===== config.mk =====
export PLATFORM = sky130hd
export DESIGN_NAME = mem_req_arbiter_flat
export DESIGN_NICKNAME = d
export VERILOG_FILES = /design/src/rtl/mem_req_arbiter_pkg.sv /design/src/rtl/mem_req_arbiter_if.sv /design/src/rtl/mem_req_arbiter_rr_pick2.sv /design/src/rtl/mem_req_arbiter.sv /design/src/flat_wrapper.sv
export SDC_FILE = /design/constraint.sdc
export NUM_CORES = 1
export LEC_CHECK = 0
export ABC_AREA = 1
export BUFFER_PORTS_ARGS = -buffer_cell sky130_fd_sc_hd__buf_2
export CAP_MARGIN = 20
export CORE_MARGIN = 10
export CORE_UTILIZATION = 26
export CTS_BUF_LIST = sky130_fd_sc_hd__clkbuf_16
export DETAILED_ROUTE_END_ITERATION = 12
export SLEW_MARGIN = 20
export SYNTH_ARGS = -nofsm -noshare
export SYNTH_HDL_FRONTEND = slang
export SYNTH_SLANG_ARGS = --single-unit

===== constraint.sdc =====
create_clock -name clk -period 1.1 [get_ports clk]
set_input_delay 0.055 -clock clk [delete_from_list [all_inputs] [get_ports clk]]
set_output_delay 0.055 -clock clk [all_outputs]
set_load 0.005 [all_outputs]

===== src/rtl/mem_req_arbiter_pkg.sv =====
// mem_arb_pkg: shared types and constants for the 2-port memory request arbiter.
//   arb_state_e  : FSM encoding (ST_IDLE, ST_GRANT)
//   NUM_PORTS    : number of requesters
//   PORT_ICACHE  : index of the icache refill requester
//   PORT_DATA    : index of the data/decompressor requester
package mem_arb_pkg;

  localparam int NUM_PORTS   = 2;
  localparam int PORT_ICACHE = 0;
  localparam int PORT_DATA   = 1;

  typedef enum logic {
    ST_IDLE  = 1'b0,
    ST_GRANT = 1'b1
  } arb_state_e;

endpackage


===== src/rtl/mem_req_arbiter_if.sv =====
// mem_req_arbiter_if: requester-side and memory-side signals of the arbiter.
//   req_valid/req_addr0/req_addr1 : requests from the two ports
//   req_ready/req_rdata           : completion pulse and read data back to the ports
//   mem_req_valid/mem_req_addr    : request to memory
//   mem_req_ready/mem_req_rdata   : memory completion pulse and read data
// Modports: slave = arbiter view, master = surrounding caches/memory view.
interface mem_req_arbiter_if #(
  parameter int ADDR_W = 32,
  parameter int DATA_W = 32
);
  logic [1:0]        req_valid;
  logic [ADDR_W-1:0] req_addr0;
  logic [ADDR_W-1:0] req_addr1;
  logic [1:0]        req_ready;
  logic [DATA_W-1:0] req_rdata;
  logic              mem_req_valid;
  logic [ADDR_W-1:0] mem_req_addr;
  logic              mem_req_ready;
  logic [DATA_W-1:0] mem_req_rdata;

  modport slave (
    input  req_valid, req_addr0, req_addr1, mem_req_ready, mem_req_rdata,
    output req_ready, req_rdata, mem_req_valid, mem_req_addr
  );

  modport master (
    output req_valid, req_addr0, req_addr1, mem_req_ready, mem_req_rdata,
    input  req_ready, req_rdata, mem_req_valid, mem_req_addr
  );
endinterface


===== src/rtl/mem_req_arbiter_rr_pick2.sv =====
// rr_pick2: combinational 2-way round-robin pick.
//   i_req[1:0] : request vector
//   i_rr_ptr   : port favoured when both request
//   o_winner   : selected port (only meaningful when o_any is high)
//   o_any      : at least one request present
module rr_pick2 (
  input  logic [1:0] i_req,
  input  logic       i_rr_ptr,
  output logic       o_winner,
  output logic       o_any
);
  assign o_any = |i_req;

  always_comb begin
    o_winner = i_rr_ptr;
    if (i_req == 2'b01) o_winner = 1'b0;
    else if (i_req == 2'b10) o_winner = 1'b1;
  end
endmodule


===== src/rtl/mem_req_arbiter.sv =====
// mem_req_arbiter: round-robin arbiter sharing one word-wide memory port between
// the icache refill path (port 0) and the data/decompressor fetch (port 1).
// A grant lasts exactly one memory beat; no data buffering, addresses pass through.
//   clk, reset   : clock, synchronous active-high reset
//   bus (slave)  : requester and memory handshake signals
//   busy         : high while a grant is held
// Optional macro ARB_STATS_EN adds saturating counters stat_grants0/stat_grants1
// (completed beats per port) and stat_conflict (idle cycles with both requesting).
//
// state    | meaning
// ST_IDLE  | no grant; arbitrate among req_valid, memory ready ignored
// ST_GRANT | r_gnt owns the memory port until a ready pulse or the request drops
module mem_req_arbiter
  import mem_arb_pkg::*;
#(
  parameter int ADDR_W = 32,
  parameter int DATA_W = 32
`ifdef ARB_STATS_EN
  ,
  parameter int CNT_W  = 32
`endif
) (
  input  logic             clk,
  input  logic             reset,
  mem_req_arbiter_if.slave bus,
  output logic             busy
`ifdef ARB_STATS_EN
  ,
  output logic [CNT_W-1:0] stat_grants0,
  output logic [CNT_W-1:0] stat_grants1,
  output logic [CNT_W-1:0] stat_conflict
`endif
);

  arb_state_e        r_state, w_state_nxt;
  logic              r_gnt, w_gnt_nxt;
  logic              r_rr_ptr, w_rr_nxt;
  logic              w_winner, w_any;
  logic              w_done;
  logic [ADDR_W-1:0] w_addr_sel;
  logic [ADDR_W-1:0] r_last_addr;
  logic [DATA_W-1:0] w_rdata;

  rr_pick2 u_pick (
    .i_req    (bus.req_valid),
    .i_rr_ptr (r_rr_ptr),
    .o_winner (w_winner),
    .o_any    (w_any)
  );

  assign w_addr_sel  = r_gnt ? bus.req_addr1 : bus.req_addr0;
  assign w_done      = (r_state == ST_GRANT) && bus.mem_req_ready;
  assign w_rdata     = bus.mem_req_rdata;
  assign bus.req_rdata = w_rdata;

  always_ff @(posedge clk) begin
    if (reset) begin
      r_state  <= ST_IDLE;
      r_gnt    <= 1'b0;
      r_rr_ptr <= 1'b0;
    end else begin
      r_state  <= w_state_nxt;
      r_gnt    <= w_gnt_nxt;
      r_rr_ptr <= w_rr_nxt;
    end
  end

  // Address is a don't-care while idle; holding the last one avoids needless toggling.
  always_ff @(posedge clk) begin
    if (r_state == ST_GRANT) r_last_addr <= w_addr_sel;
  end

  always_comb begin
    w_state_nxt = r_state;
    w_gnt_nxt   = r_gnt;
    w_rr_nxt    = r_rr_ptr;
    case (r_state)
      ST_IDLE: begin
        if (w_any) begin
          w_state_nxt = ST_GRANT;
          w_gnt_nxt   = w_winner;
        end
      end
      ST_GRANT: begin
        // Completion takes priority over a requester dropping in the same cycle.
        if (bus.mem_req_ready) begin
          w_state_nxt = ST_IDLE;
          w_rr_nxt    = ~r_gnt;
        end else if (!bus.req_valid[r_gnt]) begin
          w_state_nxt = ST_IDLE;
        end
      end
      default: w_state_nxt = ST_IDLE;
    endcase
  end

  always_comb begin
    busy              = 1'b0;
    bus.mem_req_valid = 1'b0;
    bus.mem_req_addr  = r_last_addr;
    bus.req_ready     = '0;
    if (r_state == ST_GRANT) begin
      busy              = 1'b1;
      bus.mem_req_valid = bus.req_valid[r_gnt];
      bus.mem_req_addr  = w_addr_sel;
      if (bus.mem_req_ready) begin
        if (r_gnt) bus.req_ready[PORT_DATA] = 1'b1;
        else       bus.req_ready[PORT_ICACHE] = 1'b1;
      end
    end
  end

`ifdef ARB_STATS_EN
  logic [CNT_W-1:0] r_grants0, r_grants1, r_conflict;

  always_ff @(posedge clk) begin
    if (reset) begin
      r_grants0  <= '0;
      r_grants1  <= '0;
      r_conflict <= '0;
    end else begin
      if (w_done && !r_gnt && !(&r_grants0)) r_grants0 <= r_grants0 + 1'b1;
      if (w_done && r_gnt && !(&r_grants1))  r_grants1 <= r_grants1 + 1'b1;
      if ((r_state == ST_IDLE) && (&bus.req_valid) && !(&r_conflict))
        r_conflict <= r_conflict + 1'b1;
    end
  end

  assign stat_grants0  = r_grants0;
  assign stat_grants1  = r_grants1;
  assign stat_conflict = r_conflict;
`endif

endmodule


===== src/flat_wrapper.sv =====
// flat-port wrapper written by rule: the top's interface ports become plain ports
module mem_req_arbiter_flat import mem_arb_pkg::*;
#(
  parameter int ADDR_W = 32,
  parameter int DATA_W = 32

)
  (clk, reset, busy, bus_req_valid, bus_req_addr0, bus_req_addr1, bus_mem_req_ready, bus_mem_req_rdata, bus_req_ready, bus_req_rdata, bus_mem_req_valid, bus_mem_req_addr);
  mem_req_arbiter_if #(.ADDR_W(ADDR_W), .DATA_W(DATA_W)) bus_i ();
  input  logic clk;
  input  logic reset;
  output logic busy;
  input wire logic [$bits(bus_i.req_valid)-1:0] bus_req_valid;
  input wire logic [$bits(bus_i.req_addr0)-1:0] bus_req_addr0;
  input wire logic [$bits(bus_i.req_addr1)-1:0] bus_req_addr1;
  input wire logic [$bits(bus_i.mem_req_ready)-1:0] bus_mem_req_ready;
  input wire logic [$bits(bus_i.mem_req_rdata)-1:0] bus_mem_req_rdata;
  output wire logic [$bits(bus_i.req_ready)-1:0] bus_req_ready;
  output wire logic [$bits(bus_i.req_rdata)-1:0] bus_req_rdata;
  output wire logic [$bits(bus_i.mem_req_valid)-1:0] bus_mem_req_valid;
  output wire logic [$bits(bus_i.mem_req_addr)-1:0] bus_mem_req_addr;
  assign bus_i.req_valid = bus_req_valid;
  assign bus_i.req_addr0 = bus_req_addr0;
  assign bus_i.req_addr1 = bus_req_addr1;
  assign bus_i.mem_req_ready = bus_mem_req_ready;
  assign bus_i.mem_req_rdata = bus_mem_req_rdata;
  assign bus_req_ready = bus_i.req_ready;
  assign bus_req_rdata = bus_i.req_rdata;
  assign bus_mem_req_valid = bus_i.mem_req_valid;
  assign bus_mem_req_addr = bus_i.mem_req_addr;
  mem_req_arbiter #(.ADDR_W(ADDR_W), .DATA_W(DATA_W)) u_core (.clk(clk), .reset(reset), .bus(bus_i), .busy(busy));
endmodule

==> flow_summary.yaml <==
logic_synthesis:
  synth_top_area_frac: 0.397
  post_synth_most_frequent_cells: "36 x sky130_fd_sc_hd__nand2_1, 35 x sky130_fd_sc_hd__dfxtp_1, 35 x sky130_fd_sc_hd__nor2_1, 33 x sky130_fd_sc_hd__buf_4, 33 x sky130_fd_sc_hd__o21ai_1"
  net_count_after_synthesis: 331
  synthesized_area_mm2: 0.00177
  ys_top_cells_by_area: "sky130_fd_sc_hd__dfxtp_1 40%, sky130_fd_sc_hd__buf_4 14%, sky130_fd_sc_hd__o21ai_1 9.4%"
  synthesis.instances: 230
  most_common_cell_in_the_netlist: "sky130_fd_sc_hd__nand2_1"
  synth_async_sr_flop_share: 0
  post_synth_num_cell_types: 16
  synth.largest_area_cell: "sky130_fd_sc_hd__dfxtp_1"
  synth.yosys.seq_area_share: 0.397
  postSynthAreaPerCell_um2: 7.68
  synth-edff-count: 0
  most_instantiated_flip_flop_cell_in_the_synthesis_netlist: "sky130_fd_sc_hd__dfxtp_1"
  synth_seq_cells: 35
  ys_warn_count: 0
die:
  die_area_mm2: 0.0105
  dieWidth_um: 102
  initial_utilization: 0.273
  io_pins: 169
  std_cell_rows: 29
  core_area_mm2: 0.00646
  die-height_um: 102
setup_path:
  timing.setup.critical_path_class: "flop to output pin"
  worstSetupStartpointType: "flop"
  timing.critical_path.fanout_max: 17
  timing.critical_path.slowest_stage_cell: "sky130_fd_sc_hd__dfxtp_4"
  required_ns: 1.04
  crit_arrival_ns: 1.29
  endpoint_kind: "output pin"
  worstPathCellList: "buf_16, inv_16, nor2_1, o21ai_1, buf_2"
  timing.critical_path.slowest_cell_delay_ns: 0.37
place:
  gp_congestion: 0.720
  numPlacedInstances: 374
  dp_hpwl_um: 4160
  place.port_buffers: 104
  place_area_mm2: 0.00209
routing:
  drtAntennaViolNets: 0
  dr_total_vias: 1816
  drt-total-wl_um: 6340
  number_of_optimization_iterations_in_the_first_detailed_route_pass: 4
  route.detailed.drc: 0
  vias_per_cell: 4.51
  initialDrtViolationCount: 37
  avgRoutedWirePerCell_um: 15.7
power_and_ir_drop:
  clockPowerShare: 0.351
  worst_ir_drop_vdd_mv: 0.671
  power.switching_w: 0.00122
  power_frac_seq: 0.358
  internal-power_w: 0.00323
  power.share.switching: 0.273
  leakagePower_nw: 1.31
  p_comb_frac: 0.291
  power.density_mw_per_mm2: 1630
timing:
  fmax_mhz: 743
  worst_setup_margin_ns: -0.246
  relSlewSlack: 0.866
  grt_setup_unrepaired: "yes"
  hold_violations: 0
  finalWorstPathRequiredPeriod_ns: 1.35
  finalClockSkew_ns: 0.00287
  timing_worst_slew_pin_value_ns: 0.198
  setup_viol_count_final: 36
  final_min_period_over_clock_period: 1.22
  final-max-slew-violation-count: 0
layout:
  non_filler_cell_area_final_mm2: 0.00273
  finalNonFillerCells: 403
  layout-drive-gt1-share: 0.586
  area.growth.synth_to_final_pct: 54.6
  final_net_count: 426
  fillers: 670
  antenna-diode-count: 0
clock_tree:
  h_tree_levels: 2
  path_clk_slew_ns: 0.06
  clk_path_buf_depth: 2
  cts_tree: "done"
  worstSkewPairLatency_ns: 0.27
  cts_inserted_buffers: 5
  cts-root-buf: "sky130_fd_sc_hd__clkbuf_16"
  clock_sinks: 35
run_status:
  violated_checks: "negative setup slack"
  result_of_the_run: "finished, violations left"
grt:
  grt_antenna_before_repair: 0
  groute.usage.overall: 0.114
  vias_in_the_first_global_route: 1900
  grt_start_max_net_pins: 18
  grt_first_pass_wirelength_um: 9330
  gr-total-overflow: 0
flow_run:
  cap_violations: 0
hold_path:
  hold_path.class: "primary input to flop"
==> power groups by stage <==
stage	Clock, W	Combinational, W	Sequential (W)
2_1_floorplan	0	0.000585	0.00159
3_3_place_gp	0	0.000915	0.00161
3_5_place_dp	0	0.000926	0.00161
4_1_cts	0.00162	0.00118	0.00159
5_1_grt	0.00168	0.00143	0.00162
6_report	0.00156	0.00129	0.00159
==> layout by cell type, fill, tap and decap left out, types with 2 or more instances in the layout <==
| cell | Yosys | routed |
|---|---|---|
| sky130_fd_sc_hd__nor2_2 | 0 | 5 |
| sky130_fd_sc_hd__nand2_1 | 36 | 35 |
| sky130_fd_sc_hd__inv_8 | 2 | 2 |
| sky130_fd_sc_hd__nor2_1 | 35 | 27 |
| sky130_fd_sc_hd__nor2_4 | 0 | 3 |
| sky130_fd_sc_hd__buf_2 | 0 | 102 |
| sky130_fd_sc_hd__o21ai_1 | 33 | 25 |
| sky130_fd_sc_hd__buf_4 | 33 | 14 |
| sky130_fd_sc_hd__o21ai_2 | 1 | 35 |
| sky130_fd_sc_hd__clkbuf_16 | 0 | 5 |
| sky130_fd_sc_hd__nand2_4 | 0 | 2 |
| sky130_fd_sc_hd__o21ai_0 | 32 | 5 |
| sky130_fd_sc_hd__buf_6 | 11 | 8 |
| sky130_fd_sc_hd__inv_1 | 3 | 3 |
| sky130_fd_sc_hd__a21oi_1 | 4 | 3 |
| sky130_fd_sc_hd__dfxtp_1 | 35 | 33 |
| sky130_fd_sc_hd__inv_16 | 0 | 3 |
| sky130_fd_sc_hd__buf_12 | 0 | 4 |
| sky130_fd_sc_hd__dfxtp_4 | 0 | 2 |
==> sequential cells by signal, summed over array words and instances, names as in the netlist <==
| signal | flops |
|---|---|
| u_core.r_gnt | 1 |
| u_core.r_rr_ptr | 1 |
| u_core.r_last_addr | 32 |
| u_core.r_state | 1 |
==> critical path: cells and delay by family (launching register included) <==
family	cells	cell delay [ns]
buf+inv	3	0.42
simple gates	1	0.05
compound gates	1	0.16
flops	1	0.37
==> path summary, 6_finish.rpt <==
check / cells past startpoint / start / slack, ns / to
min reg2reg: 2 / u_core.r_last_addr[12] / 0.44 / u_core.r_last_addr[12]
max: 5 / u_core.r_gnt / -0.25 / bus_mem_req_addr[1]
min: 3 / bus_req_addr1[5] / 0.04 / u_core.r_last_addr[5]
max reg2reg: 6 / u_core.r_gnt / -0.12 / u_core.r_last_addr[16]
==> metrics by stage <==
stage          total power [W]  worst slack, ns  hold slack [ns]  TNS (ns)   util
6_report               0.00445           -0.246           0.0357     -6.97  0.423
3_3_place_gp           0.00252          -0.0444            0.110   -0.0508  0.324
4_1_cts                0.00439           -0.247           0.0502     -7.64  0.398
3_5_place_dp           0.00254          -0.0630            0.110    -0.176  0.324
5_1_grt                0.00473           -0.306           0.0610     -9.32  0.423
2_1_floorplan          0.00218            0.141            0.124         0      -
==> final cells by class <==
class / instances / area, µm² / share of cell area
clock buffer: 5 / 125 / 0.0459
multi-input combinational: 144 / 827 / 0.303
timing repair inverter: 4 / 62.6 / 0.0229
clock inverter: 3 / 38.8 / 0.0142
timing repair buffer: 130 / 823 / 0.302
tap: 77 / 96.3 / 0.0353
sequential: 35 / 708 / 0.260
inverter: 5 / 47.5 / 0.0174
==> layer usage <==
| metal | vias to the layer above | wire length, µm | GRT usage |
|---|---|---|---|
| met3 | 10 | 626 | 0.0486 |
| met5 | - | 0 | 0 |
| met1 | 829 | 2540 | 0.121 |
| li1 | 911 | - | - |
| met4 | 0 | 71 | 0.0358 |
| met2 | 66 | 3100 | 0.201 |
==> kinds of logic after synthesis <==
logic type / count (synthesis) / synth area share
AO/OA/AOI/OAI: 70 / 0.201
buffers and inverters: 51 / 0.242
flip-flops: 35 / 0.397
AND/OR/NAND/NOR: 74 / 0.160
==> timing repair <==
item                                   in CTS  in global routing
pin swaps                                  29                 29
endpoints found under the hold margin       3                  0
gates cloned                                5                  0
setup endpoints to repair                  36                 42
gates resized for setup                    73                 30
hold buffers                                1                  0
buffers inserted                           10                  5
Note: power is estimated with default switching activity, not from simulation.
